===== src/rtl/zbc_pkg.sv =====
// Shared types and constants for the iterative carry-less multiplier.
// Latency: n/a (definitions only).
// Backpressure: n/a (definitions only).
package zbc_pkg;

    // Controller states: waiting, iterating over multiplier slices, result pulse.
    typedef enum logic [1:0] {
        IDLE = 2'b00,
        BUSY = 2'b01,
        DONE = 2'b10
    } state_t;

    // ZBCSelect encodings; 2'b00 falls through to clmul.
    localparam logic [1:0] CLMUL  = 2'b01;
    localparam logic [1:0] CLMULR = 2'b10;
    localparam logic [1:0] CLMULH = 2'b11;

endpackage


===== src/rtl/clmul_step.sv =====
// One carry-less multiply iteration: folds STEP multiplier bits into the product.
// Latency: combinational.
// Backpressure: none; pure function of its inputs.
//
// Ports:
//   p      : current 2*WIDTH product accumulator
//   a      : multiplicand
//   slice  : STEP multiplier bits, slice[0] has weight 2^offset
//   offset : bit position of slice[0] within the full multiplier
//   p_next : accumulator after xoring in the shifted partial products
module clmul_step
    import zbc_pkg::*;
#(
    parameter int WIDTH = 32,
    parameter int STEP  = 4,
    parameter int OW    = $clog2(2 * WIDTH)
) (
    input  logic [2*WIDTH-1:0] p,
    input  logic [WIDTH-1:0]   a,
    input  logic [STEP-1:0]    slice,
    input  logic [OW-1:0]      offset,
    output logic [2*WIDTH-1:0] p_next
);

    logic [2*WIDTH-1:0] a_ext;

    assign a_ext = {{WIDTH{1'b0}}, a};

    // offset + i never exceeds WIDTH-1, so the widened multiplicand never loses bits.
    always_comb begin
        p_next = p;
        for (int i = 0; i < STEP; i++) begin
            if (slice[i]) begin
                p_next = p_next ^ (a_ext << (offset + OW'(i)));
            end
        end
    end

endmodule


===== src/rtl/zbc_iter.sv =====
// Iterative Zbc unit (clmul / clmulh / clmulr), STEP multiplier bits per cycle.
// Latency: WIDTH/STEP busy cycles + 1 done cycle from accepted Start (fewer busy cycles with ZBC_EARLYOUT_EN).
// Backpressure: Start ignored while Busy; Flush aborts and wins over Start; result held between ops.
//
// Ports:
//   clk, reset      : clock, asynchronous active-high reset
//   Start, Flush    : accept a new op in IDLE/DONE; abort any op in flight
//   A, B, ZBCSelect : multiplicand, multiplier, op select (captured on accept)
//   Busy, Done      : state decodes; Done is a one-cycle pulse with ZBCResult valid
//   ZBCResult       : registered result, updated only on completion or reset
// Build option: define ZBC_EARLYOUT_EN to finish as soon as the remaining multiplier bits are zero.
module zbc_iter
    import zbc_pkg::*;
#(
    parameter int WIDTH = 32,
    parameter int STEP  = 4
) (
    input  logic             clk,
    input  logic             reset,
    input  logic             Start,
    input  logic             Flush,
    input  logic [WIDTH-1:0] A,
    input  logic [WIDTH-1:0] B,
    input  logic [1:0]       ZBCSelect,
    output logic             Busy,
    output logic             Done,
    output logic [WIDTH-1:0] ZBCResult
);

    localparam int N  = WIDTH / STEP;
    localparam int KW = (N > 1) ? $clog2(N) : 1;
    localparam int OW = $clog2(2 * WIDTH);
    localparam int LS = $clog2(STEP);
    localparam logic [KW-1:0] KLAST = KW'(N - 1);

    state_t             state_q, state_d;
    logic               accept;
    logic [WIDTH-1:0]   a_q;
    logic [WIDTH-1:0]   b_q;      // multiplier, pre-shifted so bit 0 is the current slice
    logic [1:0]         sel_q;
    logic [2*WIDTH-1:0] p_q;
    logic [2*WIDTH-1:0] p_nxt;
    logic [KW-1:0]      k_q;
    logic [WIDTH-1:0]   res_q;
    logic [WIDTH-1:0]   res_sel;
    logic [WIDTH-1:0]   b_rest;
    logic [OW-1:0]      offset;
    logic               last_iter;

    assign offset = OW'(k_q) << LS;
    assign b_rest = b_q >> STEP;

`ifdef ZBC_EARLYOUT_EN
    // Nothing left to fold in once the unconsumed multiplier bits are all zero.
    assign last_iter = (k_q == KLAST) || (b_rest == '0);
`else
    assign last_iter = (k_q == KLAST);
`endif

    clmul_step #(
        .WIDTH (WIDTH),
        .STEP  (STEP),
        .OW    (OW)
    ) u_step (
        .p      (p_q),
        .a      (a_q),
        .slice  (b_q[STEP-1:0]),
        .offset (offset),
        .p_next (p_nxt)
    );

    // Select from the product being formed this cycle so the result registers on the BUSY->DONE edge.
    always_comb begin
        res_sel = p_nxt[WIDTH-1:0];
        case (sel_q)
            CLMULH:  res_sel = p_nxt[2*WIDTH-1:WIDTH];
            CLMULR:  res_sel = p_nxt[2*WIDTH-2:WIDTH-1];
            default: res_sel = p_nxt[WIDTH-1:0];
        endcase
    end

    always_ff @(posedge clk or posedge reset) begin
        if (reset) begin
            state_q <= IDLE;
        end else begin
            state_q <= state_d;
        end
    end

    always_comb begin
        state_d = state_q;
        accept  = 1'b0;
        if (Flush) begin
            state_d = IDLE;
        end else begin
            case (state_q)
                IDLE: begin
                    if (Start) begin
                        state_d = BUSY;
                        accept  = 1'b1;
                    end
                end
                BUSY: begin
                    if (last_iter) begin
                        state_d = DONE;
                    end
                end
                DONE: begin
                    if (Start) begin
                        state_d = BUSY;
                        accept  = 1'b1;
                    end else begin
                        state_d = IDLE;
                    end
                end
                default: state_d = IDLE;
            endcase
        end
    end

    always_ff @(posedge clk or posedge reset) begin
        if (reset) begin
            a_q   <= '0;
            b_q   <= '0;
            sel_q <= '0;
            p_q   <= '0;
            k_q   <= '0;
            res_q <= '0;
        end else if (accept) begin
            a_q   <= A;
            b_q   <= B;
            sel_q <= ZBCSelect;
            p_q   <= '0;
            k_q   <= '0;
        end else if (state_q == BUSY && !Flush) begin
            p_q <= p_nxt;
            b_q <= b_rest;
            k_q <= k_q + 1'b1;
            if (last_iter) begin
                res_q <= res_sel;
            end
        end
    end

    assign Busy      = (state_q == BUSY);
    assign Done      = (state_q == DONE);
    assign ZBCResult = res_q;

endmodule


===== config.mk =====
export PLATFORM = sky130hd
export DESIGN_NAME = zbc_iter
export DESIGN_NICKNAME = d
export VERILOG_FILES = /design/src/rtl/zbc_pkg.sv /design/src/rtl/clmul_step.sv /design/src/rtl/zbc_iter.sv
export SDC_FILE = /design/constraint.sdc
export NUM_CORES = 1
export LEC_CHECK = 0
export BUFFER_PORTS_ARGS = -buffer_cell sky130_fd_sc_hd__buf_2
export CAP_MARGIN = 20
export CELL_PAD_IN_SITES_DETAIL_PLACEMENT = 1
export CELL_PAD_IN_SITES_GLOBAL_PLACEMENT = 2
export CORE_MARGIN = 8
export CORE_UTILIZATION = 37
export CTS_BUF_LIST = sky130_fd_sc_hd__clkbuf_16
export CTS_CLUSTER_SIZE = 28
export DETAILED_ROUTE_END_ITERATION = 10
export PLACE_DENSITY = 0.86
export SKIP_LAST_GASP = 1
export SYNTH_ARGS = -nofsm -noshare
export SYNTH_HDL_FRONTEND = slang
export SYNTH_HIERARCHICAL = 1
export SYNTH_SLANG_ARGS = --single-unit

===== constraint.sdc =====
create_clock -name clk -period 5.26 [get_ports clk]
set_input_delay 1.052 -clock clk [delete_from_list [all_inputs] [get_ports clk]]
set_output_delay 1.052 -clock clk [all_outputs]
set_load 0.05 [all_outputs]

==> results.yml, run 1 <==
yosys:
  yosys.area.top_type: "dfrtp_1"
  ys_types: 91
  synth_most_common_cell: "nor2_1"
  async_reset_ff_share_pct: 100
  seq_area_frac_synth_pct: 19.9
  syn_area_sq_um: 21000
  synth_common_cells: "242 x nor2_1, 201 x nand2_1, 198 x xnor2_1"
  ys_ff_latch: 167
  syn_avg_cell_area_sq_um: 8.99
  ys_top_cells_by_area: "dfrtp_1 20%, mux4_2 12%, mux2i_1 8.5%"
  syn_inst: 2339
  synth-main-ff-cell: "dfrtp_1"
  synth.top_cell.area_share_pct: 19.9
  synth_edf_count: 0
  yosys_warnings: 6
cells_and_area:
  syn2layout_area_growth_pct: 8.70
  nets: 2419
  drive_gt1_share_pct: 22.6
  diodes: 0
  layoutNonFillerInstCount: 3112
  postLayoutCoreUtil_pct: 40.6
  fillers: 6512
clocking:
  path_clk_slew_ns: 0.08
  cts_root_buf: "clkbuf_16"
  htree_levels: 4
  clock-sinks: 167
  clock_path_buffers: 2
  cts_resized: 0
  cts_buffers: 17
  cts_tree: "built"
  post-cts-setup-buffers: 0
  cts_hold_buf: 0
  clkLatencyLatePin_ns: 0.51
detailed_routing:
  drc_errors: 0
  postRouteWirelength_um: 109000
  firstDrtPassIters: 6
  via_per_inst: 6.74
  ant_nets: 0
  wl_per_cell_um: 35.2
  num_vias: 21000
  drtIter0Drc: 3026
power:
  cellPowerDensity_nw_per_um2: 491
  pwr-share-seq_pct: 18.4
  internal_power_mw: 5.21
  p_sw_mw: 6.01
  p_leak_nw: 9.43
  swShare_pct: 53.6
  ir_drop_v: 0.000298
  clkPwrFrac_pct: 12.9
  p_comb_share_pct: 68.7
global_routing:
  grt_max_degree: 145
  grt_remaining_overflow: 0
  grt_pass1_vias: 20800
  grt_pass1_wl_um: 156000
  grtUsageTotal_pct: 33.5
  antenna_found_initial: 0
floorplanning:
  die_h_um: 254
  ioPinCount: 104
  die_w_um: 254
  core-area_sq_um: 56300
  rows: 87
  start_util_pct: 37.4
  die_area_sq_um: 64700
critical_path:
  critical_path.endpoint_type: "register"
  worstPathArrival_ns: 4.78
  crit_fanout: 39
  start_kind: "register"
  r2r_slack_ns: 0.92
  required_ns: 5.70
  path_class: "register to register"
placement:
  port_buffers: 103
  gp_congestion: 1.07
  dp_hpwl_um: 84100
  dp_cells: 3079
timing:
  setup_tns_ns: 0
  skew_ns: 0.0178
  period_minus_slack_ns: 4.34
  fin_crit_sh_pct: 82.4
  setup_viol: 0
  fmax_mhz: 231
  slew_headroom_pct: 23.0
  worst_pin_slew_ns: 1.14
  finalHoldViolCount: 0
  final_max_slew_viol_count: 0
  rsz0062_at_grt: "no"
hold_path:
  worst_hold_path_type: "register to register"
outcome:
  run_status: "finished clean"
job:
  maxCapViolCount: 0
==> final timing paths <==
| check | start | endpoint | cells after the start |
|---|---|---|---|
| setup / recovery | k_q[1]$_DFFE_PP0P_ | ZBCResult[29]$_DFFE_PP0P_ | 10 |
| hold / removal | ZBCResult[20]$_DFFE_PP0P_ | ZBCResult[20]$_DFFE_PP0P_ | 1 |
| setup reg to reg | k_q[1]$_DFFE_PP0P_ | ZBCResult[29]$_DFFE_PP0P_ | 10 |
| hold reg to reg | ZBCResult[20]$_DFFE_PP0P_ | ZBCResult[20]$_DFFE_PP0P_ | 1 |
| max in group asynchronous | reset | k_q[1]$_DFFE_PP0P_ | 3 |
| min in group asynchronous | reset | ZBCResult[26]$_DFFE_PP0P_ | 2 |
==> worst max-delay path, cell delays in order, from the launching register on <==
cell and delay (ns):
dfrtp_2 0.49, buf_4 0.43, xnor2_2 0.45, buf_4 0.39, nand2_1 0.13, o32ai_1 0.79
xnor3_1 0.50, xnor2_1 0.34, mux2i_1 0.14, a211oi_1 0.42, a21o_1 0.13
==> through the flow <==
stage / total power, mW / hold slack, ns / setup WS (ns) / area (sq um)
2_1_floorplan: 6.96 / 0.450 / 2.08 / 21100
3_5_place_dp: 9.43 / 0.464 / 1.08 / 22200
5_1_grt: 11.6 / 0.496 / 0.862 / 22900
3_3_place_gp: 9.30 / 0.454 / 0.891 / 22200
6_report: 11.2 / 0.477 / 0.925 / 22900
4_1_cts: 10.9 / 0.482 / 1.05 / 22900
==> layer usage <==
layer | vias up | track usage, % | wire [um]
li1 | 8696 | - | -
met3 | 271 | 7.01 | 10200
met5 | - | 0 | 0
met4 | 0 | 21.3 | 8270
met2 | 1248 | 49.5 | 46700
met1 | 10800 | 44.2 | 44300
==> power by group through the flow <==
stage               clock [mW]  sequential [mW]  combinational, mW
finish                    1.44             2.07               7.71
global route              1.51             2.10               8.03
CTS                       1.47             2.06               7.40
detailed placement           0             2.07               7.37
global placement             0             2.05               7.25
floorplan                    0             1.90               5.06
==> layout make-up <==
type	count	area [sq um]	share of cell area (%)
Clock inverter	15	228	0.996
Clock buffer	17	425	1.86
Multi-Input combinational cell	1941	15700	68.9
Tap cell	756	946	4.14
Timing Repair Buffer	200	1270	5.55
Inverter	16	63.8	0.279
Sequential cell	167	4190	18.3
==> layout by cell type, fill, tap and decap left out, drive strengths merged, types with 7 or more instances in the layout <==
cell     Yosys  routed
xnor2      199     199
and2        11      11
o221ai       7       7
clkinv       1       8
a31oi       20      20
o21ai       85      85
nand3       48      48
mux2       147     147
a32oi        8       8
buf        120     199
a2111oi      9       9
nor2       244     244
mux2i      179     179
dfrtp      167     167
mux4       120     120
nand4        7       7
o311ai       7       7
a21oi       88      88
o211ai      12      12
o22ai       55      55
a22o       103     103
o32ai        7       7
conb         1      15
o31ai        7       7
nor4        12      12
xor2        58      58
or3          8       8
nand2      202     202
clkbuf     109      18
nand2b      17      17
a21o        63      63
a22oi       16      16
nor3        47      47
nor2b        7       7
a211oi      47      47
inv         15      19
==> cell families (layout without fill, tap and decap cells) <==
group	after synthesis	after routing	synth area share, %
AND/OR/NAND/NOR	631	631	13.2
AO/OA/AOI/OAI	580	580	19.5
multiplexers	446	446	29.4
XOR/XNOR	263	263	11.5
buffers and inverters	245	248	6.19
flip-flops	167	167	19.9
adder cells (fa/ha/maj)	6	6	0.357
other	1	15	0.0178
==> flip-flops by register name, indices dropped and copies added (netlist names) <==
register and cells:
ZBCResult 32, a_q 32, b_q 32, p_q 64
sel_q 2, k_q 3, state_q 2
No activity file was read; power rests on OpenSTA's default activity.
==> run 2: changes to the inputs <==
==> constraint.sdc (replaced) <==
create_clock -name clk -period 3.7 [get_ports clk]
set_input_delay 0.74 -clock clk [delete_from_list [all_inputs] [get_ports clk]]
set_output_delay 0.74 -clock clk [all_outputs]
set_load 0.05 [all_outputs]
==> run 2 against run 1 <==
Net effect: the run now ends with slew limit left; non-clock buffer count rose by 239; combinational power rose by 63%; register-to-register slack got worse by 0.87 ns; critical path depth rose by 2; wire length rose by 5.1%; sequential power rose by 41%; fmax rose by 19%; sequential cell count did not move; worst hold slack got worse by 0.16 ns; largest power group unchanged.
==> results.yml, run 2 (same netlist as run 1, synthesis figures left out) <==
critical_path:
  required_ns: 4.16
  start_kind: "register"
  critical_path.endpoint_type: "register"
  crit_fanout: 9
  worstPathArrival_ns: 4.11
  critPathLaunch: "a_q[10]$_DFFE_PP0P_"
  r2r-start: "a_q[10]$_DFFE_PP0P_"
  path_class: "register to register"
hold_path:
  worst_hold_path_type: "primary input to asynchronous set/reset pin"
cells_and_area:
  drive_gt1_share_pct: 30.9
  largest_register_ff_count: 64
  diodes: 0
  top_register: "p_q"
  nets: 2658
  layoutNonFillerInstCount: 3351
  syn2layout_area_growth_pct: 18.6
  layout_common_cells: "320 x buf_4, 240 x nor2_1, 201 x nand2_1"
  final_common_cell: "buf_4"
clocking:
  cts_hold_buf: 0
  clock_path_buffers: 2
  clock-sinks: 167
  htree_levels: 4
  cts_tree: "built"
  clkLatencyLatePin_ns: 0.53
  path_clk_slew_ns: 0.09
  cts_root_buf: "clkbuf_16"
  cts_buffers: 17
global_routing:
  antenna_found_initial: 2
  grt_max_degree: 90
  grt_pass1_vias: 21800
  grt_pass1_wl_um: 163000
  grtUsageTotal_pct: 35.0
  grt_remaining_overflow: 0
detailed_routing:
  drc_errors: 0
  num_vias: 22100
  wl_per_cell_um: 34.3
  firstDrtPassIters: 6
  postRouteWirelength_um: 115000
  drtIter0Drc: 3341
  ant_nets: 0
  via_per_inst: 6.59
outcome:
  run_status: "complete, but fails checks"
  violations: "slew limit"
timing:
  fin_crit_sh_pct: 98.6
  period_minus_slack_ns: 3.65
  slew_headroom_pct: -1.59
  worst_pin_slew_ns: 1.49
  final_max_slew_viol_count: 1
  fmax_mhz: 274
  finalHoldViolCount: 0
  skew_ns: 0.0210
  rsz0062_at_grt: "yes"
  setup_viol: 0
power:
  internal_power_mw: 8.36
  p_sw_mw: 9.18
  cellPowerDensity_nw_per_um2: 702
  p_comb_share_pct: 71.7
  finalPower_mw: 17.5
  ir_drop_v: 0.000434
  pwr-share-seq_pct: 16.7
  p_leak_nw: 10.7
  swShare_pct: 52.3
  clkPwrFrac_pct: 11.6
placement:
  gp_congestion: 1.06
  dp_hpwl_um: 90200
  port_buffers: 103
  dp_cells: 3317
floorplanning:
  rows: 87
  die_area_sq_um: 64700
  start_util_pct: 37.4
  core-area_sq_um: 56300
  die_w_um: 254
  die_h_um: 254
  ioPinCount: 104
job:
  maxCapViolCount: 0
run 2: final timing paths:
kind                            slack (ns)                         to  depth (start not counted)
min in group clk                      0.45        b_q[31]$_DFFE_PP0P_                          2
worst min register to register        0.48  ZBCResult[23]$_DFFE_PP0P_                          1
worst max-delay path                  0.05  ZBCResult[17]$_DFFE_PP0P_                         12
worst max register to register        0.05  ZBCResult[17]$_DFFE_PP0P_                         12
worst min-delay path                  0.32        p_q[20]$_DFFE_PP0P_                          2
max in group asynchronous             2.42        a_q[14]$_DFFE_PP0P_                          3
run 2: what timing repair did:
action                     CTS  global route
setup endpoints to repair    8            24
setup buffers                0             2
gates resized for setup      6            37
hold endpoints to repair     0             0
gates cloned                 0             0
pin swaps                    0             3
run 2: cell type report:
class,instances,area (sq um)
Clock buffer,17,425
Tap cell,756,946
Inverter,16,63.8
Timing Repair Buffer,439,3210
Multi-Input combinational cell,1941,15900
Clock inverter,15,211
Sequential cell,167,4190
Fill cell,6570,31300
run 2: critical path, stage by stage, from the launching register on:
cell      delay (ns)
dfrtp_2         0.53
buf_4           0.21
mux2_2          0.30
mux2_2          0.31
mux4_2          0.52
a21oi_1         0.25
nor2_1          0.14
xnor2_2         0.29
xnor2_1         0.19
xnor2_1         0.32
nor2_1          0.08
a211oi_1        0.32
a21o_1          0.12
run 2: power groups by stage:
| stage | registers, mW | logic [mW] | clock network [mW] |
|---|---|---|---|
| after floorplan | 2.70 | 7.19 | 0 |
| after global placement | 2.87 | 11.6 | 0 |
| after detailed placement | 2.91 | 11.8 | 0 |
| after CTS | 2.89 | 11.9 | 2.07 |
| after global routing | 2.96 | 13.0 | 2.13 |
| final | 2.92 | 12.6 | 2.03 |
run 2: routing by layer:
| layer | vias to the layer above | track usage (%) | part of all wire (%) |
|---|---|---|---|
| met3 | 307 | 9.22 | 10 |
| met5 | - | 0 | 0.023 |
| met1 | 11200 | 46.2 | 41 |
| li1 | 9175 | - | - |
| met2 | 1371 | 51.0 | 42 |
| met4 | 4 | 20.4 | 7.2 |
run 2: per-stage QoR:
step / setup TNS [ns] / instance area, sq um / utilization [%] / setup slack (ns) / hold slack [ns]
global placement: -0.129 / 24100 / 42.9 / -0.0756 / 0.457
CTS: -0.0295 / 24800 / 44.0 / -0.0295 / 0.325
detailed placement: -0.408 / 24100 / 42.9 / -0.131 / 0.463
global route: -0.0973 / 25000 / 44.3 / -0.0464 / 0.359
finish: 0 / 25000 / 44.3 / 0.0527 / 0.316
floorplan: 0 / 21100 / - / 0.684 / 0.450
